### src/rtl/elelock_pkg.sv
// Shared types and helpers for the elelock_code keypad lock.
//   state_e  : controller states
//   onehot10 : 1 when exactly one of the ten key lines is set
//   keyenc   : one-hot key pattern to digit 0..9, 4'hF for any other pattern
package elelock_pkg;

  typedef enum logic [1:0] {
    LOCKED,
    ENTRY,
    OPEN,
    LOCKOUT
  } state_e;

  function automatic logic onehot10(input logic [9:0] v);
    logic [3:0] cnt;
    cnt = '0;
    for (int unsigned i = 0; i < 10; i++) begin
      cnt = cnt + {3'b000, v[i]};
    end
    return (cnt == 4'd1);
  endfunction

  function automatic logic [3:0] keyenc(input logic [9:0] v);
    logic [3:0] k;
    k = 4'hF;
    if (onehot10(v)) begin
      for (int unsigned i = 0; i < 10; i++) begin
        if (v[i]) k = 4'(i);
      end
    end
    return k;
  endfunction

endpackage

### src/rtl/tenkey_scan.sv
// Key pad front end: registers the raw pad every cycle and flags a new
// single-key press that follows a full release.
//   clk_i     : clock
//   rst_ni    : asynchronous active-low reset
//   tenkey_i  : raw pad, bit k = key k pressed
//   accept_o  : one-cycle pulse, new valid press (combinational)
//   digit_o   : encoded digit of tenkey_i (combinational)
module tenkey_scan
  import elelock_pkg::*;
(
  input  logic       clk_i,
  input  logic       rst_ni,
  input  logic [9:0] tenkey_i,
  output logic       accept_o,
  output logic [3:0] digit_o
);

  logic [9:0] tk_q;

  // tk_q follows the pad in every controller state, so a key held across a
  // state change is not seen as a fresh press; any nonzero pattern
  // (including multi-key) blocks acceptance until the pad is fully released.
  always_ff @(posedge clk_i or negedge rst_ni) begin
    if (!rst_ni) tk_q <= '0;
    else         tk_q <= tenkey_i;
  end

  always_comb begin
    accept_o = onehot10(tenkey_i) && (tk_q == '0);
    digit_o  = keyenc(tenkey_i);
  end

endmodule

### src/rtl/elelock_code.sv
// Multi-digit keypad lock controller.
//   clk        : rising-edge clock
//   reset_n    : asynchronous active-low reset
//   tenkey     : raw 10-key pad
//   close      : relock request (level)
//   lock       : 1 = bolt engaged
//   lockout    : 1 = lockout in progress, keys ignored
//   digit_cnt  : digits accepted in the current entry
//   fail_cnt   : consecutive failed attempts
module elelock_code
  import elelock_pkg::*;
#(
  parameter int unsigned              DIGITS      = 4,
  parameter logic [4*DIGITS-1:0]      SECRET      = 16'h1234,
  parameter int unsigned              MAX_FAIL    = 3,
  parameter int unsigned              LOCKOUT_CYC = 1000,
  parameter int unsigned              ENTRY_TMO   = 5000
) (
  input  logic                               clk,
  input  logic                               reset_n,
  input  logic [9:0]                         tenkey,
  input  logic                               close,
  output logic                               lock,
  output logic                               lockout,
  output logic [$clog2(DIGITS+1)-1:0]        digit_cnt,
  output logic [$clog2(MAX_FAIL+1)-1:0]      fail_cnt
);

  localparam int unsigned EW = 4 * DIGITS;
  localparam int unsigned DW = $clog2(DIGITS + 1);
  localparam int unsigned FW = $clog2(MAX_FAIL + 1);
  localparam int unsigned LW = (LOCKOUT_CYC > 1) ? $clog2(LOCKOUT_CYC) : 1;
  localparam int unsigned IW = $clog2(ENTRY_TMO + 1);

  logic       accept;
  logic [3:0] digit;

  tenkey_scan u_scan (
    .clk_i    (clk),
    .rst_ni   (reset_n),
    .tenkey_i (tenkey),
    .accept_o (accept),
    .digit_o  (digit)
  );

  state_e         state_q, state_d;
  logic [EW-1:0]  entry_q, entry_d;
  logic [DW-1:0]  dcnt_q,  dcnt_d;
  logic [FW-1:0]  fcnt_q,  fcnt_d;
  logic [LW-1:0]  ltmr_q,  ltmr_d;
  logic [IW-1:0]  itmr_q,  itmr_d;
  logic           lock_q,  lock_d;
  logic           lkout_q, lkout_d;

  logic [EW-1:0]  shifted;
  logic           take;
  logic           last_digit;

  always_comb begin
    state_d = state_q;
    entry_d = entry_q;
    dcnt_d  = dcnt_q;
    fcnt_d  = fcnt_q;
    ltmr_d  = ltmr_q;
    itmr_d  = itmr_q;

    // Cast drops the oldest nibble; also valid for a single-digit code.
    shifted    = EW'({entry_q, digit});
    last_digit = (dcnt_q == DW'(DIGITS - 1));
    take       = 1'b0;

    unique case (state_q)
      LOCKED: begin
        take = accept;
      end
      ENTRY: begin
        if (close) begin
          state_d = LOCKED;
          entry_d = '0;
          dcnt_d  = '0;
          itmr_d  = '0;
        end else if (accept) begin
          take = 1'b1;
        end else if (itmr_q == IW'(ENTRY_TMO - 1)) begin
          state_d = LOCKED;
          entry_d = '0;
          dcnt_d  = '0;
          itmr_d  = '0;
        end else begin
          itmr_d = itmr_q + IW'(1);
        end
      end
      OPEN: begin
        if (close) state_d = LOCKED;
      end
      LOCKOUT: begin
        if (ltmr_q == '0) begin
          state_d = LOCKED;
          fcnt_d  = '0;
        end else begin
          ltmr_d = ltmr_q - LW'(1);
        end
      end
      default: state_d = LOCKED;
    endcase

    // LOCKED and ENTRY share digit intake so a one-digit code is judged on
    // the very first press.
    if (take) begin
      itmr_d = '0;
      if (last_digit) begin
        entry_d = '0;
        dcnt_d  = '0;
        if (shifted == SECRET) begin
          state_d = OPEN;
          fcnt_d  = '0;
        end else if (fcnt_q == FW'(MAX_FAIL - 1)) begin
          state_d = LOCKOUT;
          fcnt_d  = FW'(MAX_FAIL);
          ltmr_d  = LW'(LOCKOUT_CYC - 1);
        end else begin
          state_d = LOCKED;
          fcnt_d  = fcnt_q + FW'(1);
        end
      end else begin
        state_d = ENTRY;
        entry_d = shifted;
        dcnt_d  = dcnt_q + DW'(1);
      end
    end

    lock_d  = (state_d != OPEN);
    lkout_d = (state_d == LOCKOUT);
  end

  always_ff @(posedge clk or negedge reset_n) begin
    if (!reset_n) begin
      state_q <= LOCKED;
      entry_q <= '0;
      dcnt_q  <= '0;
      fcnt_q  <= '0;
      ltmr_q  <= '0;
      itmr_q  <= '0;
      lock_q  <= 1'b1;
      lkout_q <= 1'b0;
    end else begin
      state_q <= state_d;
      entry_q <= entry_d;
      dcnt_q  <= dcnt_d;
      fcnt_q  <= fcnt_d;
      ltmr_q  <= ltmr_d;
      itmr_q  <= itmr_d;
      lock_q  <= lock_d;
      lkout_q <= lkout_d;
    end
  end

  assign lock      = lock_q;
  assign lockout   = lkout_q;
  assign digit_cnt = dcnt_q;
  assign fail_cnt  = fcnt_q;

endmodule
### config.mk
export PLATFORM = sky130hd
export DESIGN_NAME = elelock_code
export DESIGN_NICKNAME = d
export VERILOG_FILES = /design/src/rtl/elelock_pkg.sv /design/src/rtl/tenkey_scan.sv /design/src/rtl/elelock_code.sv
export SDC_FILE = /design/constraint.sdc
export NUM_CORES = 1
export LEC_CHECK = 0
export CAP_MARGIN = 20
export CORE_MARGIN = 4
export CORE_UTILIZATION = 42
export DETAILED_ROUTE_END_ITERATION = 10
export PLACE_DENSITY = 0.62
export SYNTH_ARGS = -nofsm -noshare
export SYNTH_HDL_FRONTEND = slang
export SYNTH_SLANG_ARGS = --single-unit
### constraint.sdc
create_clock -name clk -period 5.6 [get_ports clk]
set_input_delay 1.12 -clock clk [delete_from_list [all_inputs] [get_ports clk]]
set_output_delay 1.12 -clock clk [all_outputs]
set_load 0.05 [all_outputs]
* Word-level counts from Yosys, hierarchy flattened
Cells that the tools add are included.
** Storage, ports and cells
- Register bits after elaboration :: 54
- Output and inout bits :: 7
- Word-level logic and storage cells :: 94
** Operators by class
- Add/sub/neg operators :: 13
- Eq/ne operators :: 11
- Multiplexer cells :: 53
- Reduce and logical (&&, ||, !) cells :: 8
** Operators with widths (number)
- 12-bit 2-to-1 mux :: 6
- 13-bit 2-to-1 mux :: 5
- 10-bit 2-to-1 mux :: 6
- 4-bit 2-to-1 mux :: 11
- 4-bit by 1-bit adder with 4-bit output :: 8
- 2-bit 2-to-1 mux :: 15
- 10-bit logical NOT :: 2
- 3-bit 2-to-1 mux :: 6
- 16-bit by 13-bit == test with 1-bit output, second input constant :: 1
- 13-bit by 1-bit adder with 13-bit output, second input constant :: 1
- 13-bit == test, second input constant :: 1
- 10-bit by 1-bit subtractor with 10-bit output, second input constant :: 1
- 2-bit == test, second input constant :: 4
- 2-bit case mux with 3 select lines :: 1
- 4-bit by 1-bit == test with 1-bit output, second input constant :: 1
- 3-bit by 1-bit adder with 3-bit output, second input constant :: 1
- 3-bit by 2-bit == test with 1-bit output, second input constant :: 1
- 3-bit by 2-bit != test with 1-bit output, second input constant :: 1
- 3-bit AND reduction :: 1
- 3-bit nonzero test :: 1
- 1-bit by 1-bit adder with 2-bit output :: 1
- 2-bit by 1-bit adder with 2-bit output, second input constant :: 1
- 2-bit by 1-bit == test with 1-bit output, second input constant :: 1
- 2-bit logical NOT :: 1
- other kinds (6) :: 7

* Logic depth before layout (Yosys ltp)
- Depth in word-level cells :: 16
- Depth in mapped cells :: 14
- Mapped depth without buffers :: 13

* Modules after synthesis
A second synthesis with hierarchy kept.
** Second synthesis, totals
- Cells, all modules :: 266
- Area total of the unflattened synthesis :: 2832.7 µm²
** By module, submodules not included
- elelock_code :: instances 1, cells each 211, area each 2193.4 µm², sequential area each 1102.3 µm²
- tenkey_scan :: instances 1, cells each 55, area each 639.4 µm², sequential area each 250.2 µm²

* Worst setup path after synthesis
Ideal clock, no wire load.
- Path type :: input port to flip-flop
- Start :: input tenkey[1]
- End :: register ltmr_q[9]
- Library setup time :: 0.121 ns
- Data arrival time :: 4.983 ns
- Slack :: 0.496 ns
- Stages :: 12
- Cells stage by stage :: inv_1 ha_1 inv_1 fa_1 fa_1 fa_1 fa_1 fa_1 o31ai_2 nand3_1 or4_1 a22o_1
** On the way
- Longest elaborated chain between the ends :: 15
** RTL lines
- start: declaration :: line elelock_code.sv:21 : input logic [9:0] tenkey,
- 1-bit by 1-bit adder with 2-bit output :: line elelock_pkg.sv:18 : cnt = cnt + {3'b000, v[i]};
- 4-bit by 1-bit adder with 4-bit output (8 in a row) :: line elelock_pkg.sv:18
- 4-bit by 1-bit == test with 1-bit output :: line elelock_pkg.sv:20 : return (cnt == 4'd1);
- 4-bit 2-to-1 mux or 1-bit logical AND (tied branches) :: line elelock_pkg.sv:26, tenkey_scan.sv:29
- 16-bit by 13-bit == test with 1-bit output or 1-bit 2-to-1 mux (tied branches) :: line elelock_code.sv:114, elelock_code.sv:82
- 10-bit 2-to-1 mux or 1-bit 2-to-1 mux (tied branches) :: line elelock_code.sv:114, elelock_code.sv:77
- 10-bit 2-to-1 mux or 1-bit case mux with 2 select lines (tied branches) :: line elelock_code.sv:111, elelock_code.sv:72
- 10-bit 2-to-1 mux * :: line elelock_code.sv:109 : if (take) begin
- via ltmr_d[9] :: line elelock_code.sv:50 : logic [LW-1:0] ltmr_q, ltmr_d;
- end signal: assignment :: line elelock_code.sv:151 : ltmr_q <= ltmr_d;
- end: declaration :: line elelock_code.sv:50
The timed path passes the listed nets; every way through them passes the cells marked *.
A chain may end at the register's enable or synchronous reset.

* Final worst setup path
- Start :: input tenkey[1]
- End :: register itmr_q[3]
** On the way
- Longest elaborated chain between the ends :: 16
** RTL lines
- 1-bit by 1-bit adder with 2-bit output * :: line elelock_pkg.sv:18
- 4-bit by 1-bit adder with 4-bit output * (8 in a row) :: line elelock_pkg.sv:18
- 4-bit by 1-bit == test with 1-bit output * :: line elelock_pkg.sv:20
- 1-bit logical AND * :: line tenkey_scan.sv:29 : accept_o = onehot10(tenkey_i) && (tk_q == '0);
- 1-bit 2-to-1 mux :: line elelock_code.sv:82 : end else if (accept) begin
- 1-bit 2-to-1 mux :: line elelock_code.sv:77 : if (close) begin
- 1-bit case mux with 2 select lines :: line elelock_code.sv:72 : unique case (state_q)
- 3-bit by 2-bit != test with 1-bit output (no line) or 2-bit nonzero test (tied branches)
- 2-bit AND reduction (no line)
- end signal: assignment :: line elelock_code.sv:152 : itmr_q <= itmr_d;
- end: declaration :: line elelock_code.sv:51 : logic [IW-1:0] itmr_q, itmr_d;
Mark *: on every way between the ends. The rest lies on a longest branch, timed or not.

==> out/metrics.yaml <==
synth_top_area_share_pct: 45.2
place_ws_ns: -0.0447
worstMarginPinSlew_ns: 0.674
via_per_inst: 5.47
endpoint_kind: "register"
ant_nets: 0
cts_root_buf: "clkbuf_8"
area_delta_synth_final_pct: 17.8
finalSetupTns_ns: 0
place.port_buffers: 19
cts.reportedPaths.clkPinSlew_ns: 0.10
diodes: 0
cts_sinks: 54
vias: 2287
die-area_mm2: 0.00838
synth_seq_area_share_pct: 46.1
r2r_start: "u_scan.tk_q[1]$_DFF_PN0_"
core_mm2: 0.00679
antenna_found_initial: 0
clk_latency_ns: 0.31
fp.dieH_um: 91.5
synth_top_cells_by_count: "53 x dfrtp_1, 28 x inv_1, 19 x a21oi_1"
start_util_pct: 43.1
die_w_um: 91.5
worstSetupPathType: "primary input to register"
hold_viol: 0
whs_ns: 0.518
yosys.cell_count.top_type: "dfrtp_1"
drive_gt1_share_pct: 10.9
rows: 30
hpwl_mm: 4.43
holdBufCountCts: 0
postCtsSetupRepairBufs: 0
finClkSkew_ns: 0.00975
drt_first_pass_iters: 4
slew_viol_final: 0
r2r_cells: 5
placed_cells: 410
status: "complete, no violations"
hp-class: "register to register"
h-tree-depth: 2
cp-endpoint: "itmr_q[3]$_DFFE_PN0P_"
path_max_fanout: 6
drcViolationCount: 0
wire_per_inst_um: 14.4
grtUsageTotal_pct: 15.9
drt_iter0_drc: 57
clock.fmax_ghz: 0.187
rrSetupSlack_ns: 3.17
grt_pass1_wl_mm: 11.0
fin_util_pct: 50.8
yosysTopAreaCell: "dfrtp_1"
critPathRequiredTime_ns: 5.79
setup_viol: 0
fin_ws_ns: 0.253
synth_edf_count: 0
finalNonFillerCells: 418
syn_inst: 284
peakVddDrop_mv: 0.157
crit_arrival_ns: 5.54
cts_made_buffers: 5
critPathLaunchType: "primary input"
grt_pass1_vias: 2342
grt_max_degree: 55
maxCapViolCount: 0
synth.area.top_cells: "dfrtp_1 45%, ha_1 4.7%, fa_1 4.1%"
pwr_density_cell_mw_per_mm2: 284
synth_async_sr_flop_share_pct: 100
max-slew-margin-rel_pct: 55.1
ys_types: 57
ctsResizeCount: 0
fin_crit_sh_pct: 95.5
gp_congestion: 0.763
syn-num-nets: 314
wl_mm: 6.03
place_area_mm2: 0.00334
final_nets: 351
synth-seq-cells: 54
io_pins: 20
syn_area_mm2: 0.00293
finalPower_uw: 979
cts_tree: "yes"
crit_path_start: "tenkey[1]"
grt_overflow: 0
power_leakage_nw: 1.43
timing.rr.end: "itmr_q[3]$_DFFE_PN0P_"
final_area_mm2: 0.00345
synthFlopType: "dfrtp_1"
min_period_ns: 5.35
rsz0062_at_grt: "false"
syn_area_per_cell_um2: 10.3
yosysWarnings: 0
clockBufferDepth: 2
[how the worst min path moves through the flow]
stage / start / end / slack [ns] / depth (start not counted)
global placement: entry_q[8]$_DFFE_PN0P_ / entry_q[8]$_DFFE_PN0P_ / 0.49 / 1
global route: digit_cnt[0]$_DFFE_PN0P_ / digit_cnt[0]$_DFFE_PN0P_ / 0.53 / 1
detailed placement: entry_q[8]$_DFFE_PN0P_ / entry_q[8]$_DFFE_PN0P_ / 0.49 / 1
CTS: entry_q[8]$_DFFE_PN0P_ / entry_q[8]$_DFFE_PN0P_ / 0.52 / 1
floorplan: entry_q[8]$_DFFE_PN0P_ / entry_q[8]$_DFFE_PN0P_ / 0.46 / 1
finish: entry_q[8]$_DFFE_PN0P_ / entry_q[8]$_DFFE_PN0P_ / 0.52 / 1
[critical path, cell delays in order]
cell	delay (ns)
clkdlybuf4s50_1	0.47
inv_1	0.06
ha_1	0.27
inv_1	0.04
fa_1	0.45
fa_1	0.51
fa_1	0.42
fa_1	0.43
fa_1	0.44
o31a_1	0.32
nor3_1	0.56
nor3_1	0.13
a221o_1	0.31
[area by class of cell]
cell class / count / area (µm²)
Clock buffer: 6 / 72.6
Clock inverter: 2 / 38.8
Fill cell: 636 / 3340
Inverter: 28 / 105
Multi-Input combinational cell: 195 / 1430
Sequential cell: 54 / 1350
Tap cell: 96 / 120
Timing Repair Buffer: 37 / 333
[cells by family after synthesis]
logic type	count (synthesis)	synth area share (%)
adders and majority gates	17	8.79
muxes	1	0.341
buffers and inverters	35	5.08
AOI/OAI and AO/OA	79	19.1
xor gates and xnor gates	8	2.39
DFF	54	46.1
and+or+nand+nor	90	18.2
[sequential cells by signal, summed over array words and instances (netlist names)]
signal,flops
digit_cnt,3
entry_q,12
fail_cnt,2
itmr_q,13
lock,1
lockout,1
ltmr_q,10
state_q,2
u_scan.tk_q,10
[report_power, final]
part | internal (mW) | leakage (nW) | switching [mW]
clock | 0.134 | 0.0554 | 0.128
combinational | 0.114 | 0.704 | 0.144
sequential | 0.424 | 0.675 | 0.0346
[cell usage in the layout, fill, tap and decap left out, types with 2 or more instances in the layout]
cell	netlist	routed
nor4b_1	2	2
clkbuf_8	0	5
clkdlybuf4s50_1	0	18
inv_1	28	28
and3_1	2	2
a21oi_1	19	19
o21ai_0	16	16
a22o_1	12	12
nand3b_1	2	2
ha_1	11	11
nand2_1	16	16
or4_1	10	10
nor2_1	13	13
or4b_2	2	2
nor2b_1	3	3
nor4_1	8	8
fa_1	6	6
o41ai_1	3	3
nor3_1	11	11
o31ai_1	8	8
dfrtp_1	53	53
buf_4	0	17
o211ai_1	2	2
or3_1	4	4
xnor2_1	7	7
nand3_1	5	5
o311ai_1	2	2
nand4_1	3	3
[routing by layer]
layer	part of all wire (%)	global-route usage, %
met5	0	0
met4	0.41	3.39
met3	3.1	3.15
met2	50	26.1
met1	46	21.7
Power figures use the tool's default switching activity.
